`config.mk`:
```
export PLATFORM = sky130hd
export DESIGN_NAME = jesd204b_tx_ctrl
export DESIGN_NICKNAME = d
export VERILOG_FILES = /design/src/rtl/jesd204b_tx_ctrl.sv
export SDC_FILE = /design/constraint.sdc
export NUM_CORES = 1
export LEC_CHECK = 0
export ABC_AREA = 0
export CORE_AREA = 2 2 135 71
export CTS_CLUSTER_SIZE = 24
export DETAILED_ROUTE_END_ITERATION = 10
export DIE_AREA = 0 0 137 73
export PLACE_DENSITY = 0.86
export SYNTH_ARGS = -nofsm -noshare
export SYNTH_HDL_FRONTEND = slang
export SYNTH_SLANG_ARGS = --single-unit
```
`constraint.sdc`:
```
create_clock -name clk -period 1.4 [get_ports clk]
set_clock_uncertainty 0.05 [all_clocks]
set_input_delay 0.28 -clock clk [delete_from_list [all_inputs] [get_ports clk]]
set_output_delay 0.28 -clock clk [all_outputs]
set_load 0.02 [all_outputs]
```
`src/rtl/jesd204b_tx_ctrl.sv`:
```
// JESD204B transmit link controller: CGS / ILAS / DATA sequencing against the LMFC.
// Define JESD204B_TX_ILAS_EN to compile in the ILAS phase; otherwise CGS goes straight to DATA.
module jesd204b_tx_ctrl #(
  parameter int DATA_WIDTH      = 64,
  parameter int MF_CYCLES       = 4,
  parameter int SYNC_ERR_CYCLES = 4
) (
  input  logic                    clk,
  input  logic                    reset,
  input  logic                    sync_n,
  input  logic [DATA_WIDTH-1:0]   in_data,
  output logic                    in_ready,
  output logic [DATA_WIDTH-1:0]   tx_data,
  output logic [DATA_WIDTH/8-1:0] tx_charisk,
  output logic                    scr_en,
  output logic                    scr_reset,
  output logic [1:0]              state,
  output logic                    lmfc_edge
);
  localparam int NO = DATA_WIDTH / 8;
  localparam int CW = (MF_CYCLES > 1) ? $clog2(MF_CYCLES) : 1;
  localparam int LW = $clog2(SYNC_ERR_CYCLES + 1);
  localparam logic [CW-1:0] CNT_MAX = CW'(MF_CYCLES - 1);
  localparam logic [LW-1:0] LOW_MAX = LW'(SYNC_ERR_CYCLES - 1);

  typedef enum logic [1:0] {CGS = 2'b00, ILAS = 2'b01, DATA = 2'b10} st_t;

  st_t           st, st_nxt;
  logic          sync_m, sync_s;
  logic [CW-1:0] cnt, cnt_nxt;
  logic [LW-1:0] low, low_nxt;

`ifdef JESD204B_TX_ILAS_EN
  logic [1:0]            m, m_nxt;
  logic [CW-1:0]         c, c_nxt;
  logic [DATA_WIDTH-1:0] ilas_data;
  logic [NO-1:0]         ilas_k;
`endif

  assign state = st;

  // Outputs are registered from next-state values so they line up with st and cnt.
  always_comb begin
    cnt_nxt = (cnt == CNT_MAX) ? '0 : cnt + CW'(1);
    st_nxt  = st;
    low_nxt = '0;
`ifdef JESD204B_TX_ILAS_EN
    m_nxt = '0;
    c_nxt = '0;
`endif
    case (st)
      CGS: begin
        if (sync_s && cnt == CNT_MAX) begin
`ifdef JESD204B_TX_ILAS_EN
          st_nxt = ILAS;
`else
          st_nxt = DATA;
`endif
        end
      end
`ifdef JESD204B_TX_ILAS_EN
      ILAS: begin
        if (!sync_s) st_nxt = CGS;
        else if (c == CNT_MAX) begin
          if (m == 2'd3) st_nxt = DATA;
          else           m_nxt  = m + 2'd1;
        end else begin
          m_nxt = m;
          c_nxt = c + CW'(1);
        end
      end
`endif
      DATA: begin
        if (!sync_s) begin
          if (low == LOW_MAX) st_nxt = CGS;
          else                low_nxt = low + LW'(1);
        end
      end
      default: st_nxt = CGS;
    endcase
  end

`ifdef JESD204B_TX_ILAS_EN
  // Ramp of octet indices with K markers at multiframe start/end and the config marker in MF 1.
  always_comb begin
    ilas_data = '0;
    ilas_k    = '0;
    for (int k = 0; k < NO; k++)
      ilas_data[DATA_WIDTH-1-8*k -: 8] = 8'((int'(m_nxt) * MF_CYCLES + int'(c_nxt)) * NO + k);
    if (c_nxt == '0) begin
      ilas_data[DATA_WIDTH-1 -: 8] = 8'h1C;
      ilas_k[NO-1] = 1'b1;
      if (m_nxt == 2'd1) begin
        ilas_data[DATA_WIDTH-9 -: 8] = 8'h9C;
        ilas_k[NO-2] = 1'b1;
      end
    end
    if (c_nxt == CNT_MAX) begin
      ilas_data[7:0] = 8'h7C;
      ilas_k[0] = 1'b1;
    end
  end
`endif

  always_ff @(posedge clk) begin
    if (reset) begin
      sync_m     <= 1'b0;
      sync_s     <= 1'b0;
      cnt        <= '0;
      st         <= CGS;
      low        <= '0;
      tx_data    <= '0;
      tx_charisk <= '0;
      scr_en     <= 1'b0;
      scr_reset  <= 1'b1;
      in_ready   <= 1'b0;
      lmfc_edge  <= 1'b0;
`ifdef JESD204B_TX_ILAS_EN
      m <= '0;
      c <= '0;
`endif
    end else begin
      sync_m    <= sync_n;
      sync_s    <= sync_m;
      cnt       <= cnt_nxt;
      st        <= st_nxt;
      low       <= low_nxt;
      lmfc_edge <= (cnt_nxt == '0);
`ifdef JESD204B_TX_ILAS_EN
      m <= m_nxt;
      c <= c_nxt;
`endif
      case (st_nxt)
`ifdef JESD204B_TX_ILAS_EN
        ILAS: begin
          tx_data    <= ilas_data;
          tx_charisk <= ilas_k;
          scr_en     <= 1'b0;
          scr_reset  <= 1'b1;
          in_ready   <= 1'b0;
        end
`endif
        DATA: begin
          tx_data    <= in_data;
          tx_charisk <= '0;
          scr_en     <= 1'b1;
          scr_reset  <= 1'b0;
          in_ready   <= 1'b1;
        end
        default: begin
          tx_data    <= {NO{8'hBC}};
          tx_charisk <= '1;
          scr_en     <= 1'b0;
          scr_reset  <= 1'b1;
          in_ready   <= 1'b0;
        end
      endcase
    end
  end
endmodule
```
==> flow_summary.toml <==
[drt]
vias = 2739
ant_nets = 0
viasPerCell = 5.054
totalWireLength_um = 9101
wire_per_inst_um = 16.79
drcViolationCount = 0
drt-initial-drc-count = 122
first_pass_iters = 4

[outcome]
violations = "setup timing"
status = "finished with violations"

[synth]
ys_types = 24
synth_common_cells = "dfxtp_1, nor2_1, a211oi_2"
yosys.area.top_type_share = 0.4704
avgSynthCellArea_um2 = 11.34
syn_area_mm2 = 0.003277
synth_top_area_cell = "dfxtp_1"
ys_seq_elements = 77
ys_seq_area_frac = 0.4704
ys_async_sr_fraction = 0
yosys_most_used_dff = "dfxtp_1"
syn-num-nets = 360
netlist_instances = 289
synth_area_leaders = "dfxtp_1, a211oi_2, nor4b_2"
ys.warnings.count = 0
synth-edff-count = 0
yosysMostFrequentCell = "dfxtp_1"

[timing]
finalSetupViolCount = 1
finalMaxSlewViolations = 0
fin_ws_ps = -14.89
hold_violations = 0
setup_tns_ps = -14.89
fin_crit_ps = 1415
rsz0062_at_grt = "yes"
fin_crit_sh = 1.011
max_freq_mhz = 706.8

[floorplanning]
die_w_um = 137
num_rows = 25
fp.dieH_um = 73
ios = 145
fp.dieArea_mm2 = 0.01000
core_area_mm2 = 0.009009
start_util = 0.3638

[cells_and_area]
area_growth_pct = 69.03
n_antenna_cell = 0
layout.nets = 489
fill_cells = 710
fin_cells = 542
final_cell_area_mm2 = 0.005539
drive_gt1_frac = 0.2922

[worst_setup_path]
r2r_end = "tx_data[4]"
worstSetupPathType = "register to register"
rrSetupSlack_ps = -10
critPathLaunchType = "register"
cp_slowest_cell = "dfxtp_2"
worst_path_largest_cell_delay_ps = 330
cp-end-kind = "register"
cp_data_required_time_ps = 1550
r2r-start = "low[0]"
r2r_cells = 5
cpMostUsedCell = "ha_4"
critPathMaxFanout = 14
crit_arrival_ps = 1560
path_cells = "ha_4 -> ha_4 -> buf_12 -> nor4b_2 -> a211oi_1"
worst-path-buf-inv = 1
worstSetupStartpoint = "low[0]"
critPathTopFamily = "adder cells"

[clock_tree]
h-tree-depth = 3
cts_root_buf = "clkbuf_16"
cts_tree = "built"
clk_pin_slew_ps = 60
cts_buffer_depth = 2
cts-buffers-inserted = 9
clock_sinks = 77
post_cts_buffers = 0
insertion_delay_ps = 330

[min_path]
min_from = "reset"
whs_path_depth = 2
hold_end = "sync_s"
hold_path.class = "primary input to register"

[placed_design]
hpwlAfterDp_um = 6325
port_buffers = 144
place.gp.congestion = 0.7473
placed_cells = 528
dpl-instance-area_mm2 = 0.005236

[pwr]
vdd_drop_max_uv = 544.4
finalPower_mw = 5.242
p_leak_nw = 2.313
power_density_mw_per_mm2 = 946.4

[grt]
antenna_found_initial = 0
overflow = 0
grt_pass1_wl_um = 14100
grt_max_degree = 49
grt_pass1_vias = 2761
track_usage = 0.1848

[flow_run]
max-cap-violations = 0
## cell type report
cell class,instances,area [um^2],area share
multi-input combinational,167,1963,0.3544
sequential,77,1549,0.2796
clock inverter,1,5.005,0.0009035
tap,121,151.4,0.02733
timing repair buffer,161,1583,0.2857
inverter,2,7.507,0.001355
clock buffer,13,280.3,0.05060
## worst max-delay path by stage
| stage | end | slack (ps) | depth (start not counted) |
|---|---|---|---|
| 6_report | tx_data[4] | -10 | 5 |
| 5_1_grt | tx_data[4] | -80 | 5 |
| 4_1_cts | tx_data[34] | 7 | 4 |
| 3_5_place_dp | tx_charisk[2] | -10 | 1 |
| 3_3_place_gp | tx_data[60] | 30 | 4 |
| 2_1_floorplan | tx_data[23] | 10 | 4 |
## metal layers
layer,share of wire,global-route usage
met5,0,0
met4,0.0090,0.05498
met3,0.10,0.09375
met2,0.45,0.2952
met1,0.44,0.2195
## report_power, final
part           switching (mW)  total [mW]  internal, mW
logic                   0.384       0.724         0.340
clock network           0.845        2.22          1.37
registers              0.0314        2.30          2.27
## state kept, by name, summed over array words and instances, names as in the netlist
register    cells
tx_data        64
low             3
cnt             2
state           2
lmfc_edge       1
scr_en          1
scr_reset       1
sync_m          1
sync_s          1
tx_charisk      1
## cell families (layout without fill, tap and decap cells)
logic type / Yosys count / in the layout / share of synthesized area
AND/OR/NAND/NOR: 93 / 93 / 0.2111
flip-flops: 77 / 77 / 0.4704
AO/OA/AOI/OAI: 69 / 69 / 0.2199
buffers and inverters: 45 / 177 / 0.08209
adder cells (fa/ha/maj): 4 / 4 / 0.01527
other: 1 / 1 / 0.001144
## cell usage in the layout, fill, tap and decap left out, drive strengths merged, types with 9 or more instances in the layout
| master | instances |
|---|---|
| dfxtp | 77 |
| dlygate4sd2 | 67 |
| clkdlybuf4s50 | 65 |
| nor2 | 41 |
| nor4b | 40 |
| a211oi | 40 |
| o211a | 24 |
| buf | 18 |
| clkbuf | 15 |
| clkdlybuf4s15 | 9 |
## through the flow
stage	util	setup WS (ps)	hold WS (ps)
after global placement	0.5813	28.84	370.9
final	0.6149	-14.89	173.9
after global routing	0.6149	-76.32	174.8
after floorplan	-	11.17	358.2
after CTS	0.6058	6.563	160.0
after detailed placement	0.5813	-14.66	375.6
## repair_timing
item,in CTS,in global routing
pin swaps,0,18
gates resized for setup,97,17
hold buffers,0,0
endpoints found under the hold margin,0,0
endpoints found under the setup margin,80,58
No activity file was read; power rests on OpenSTA's default activity.
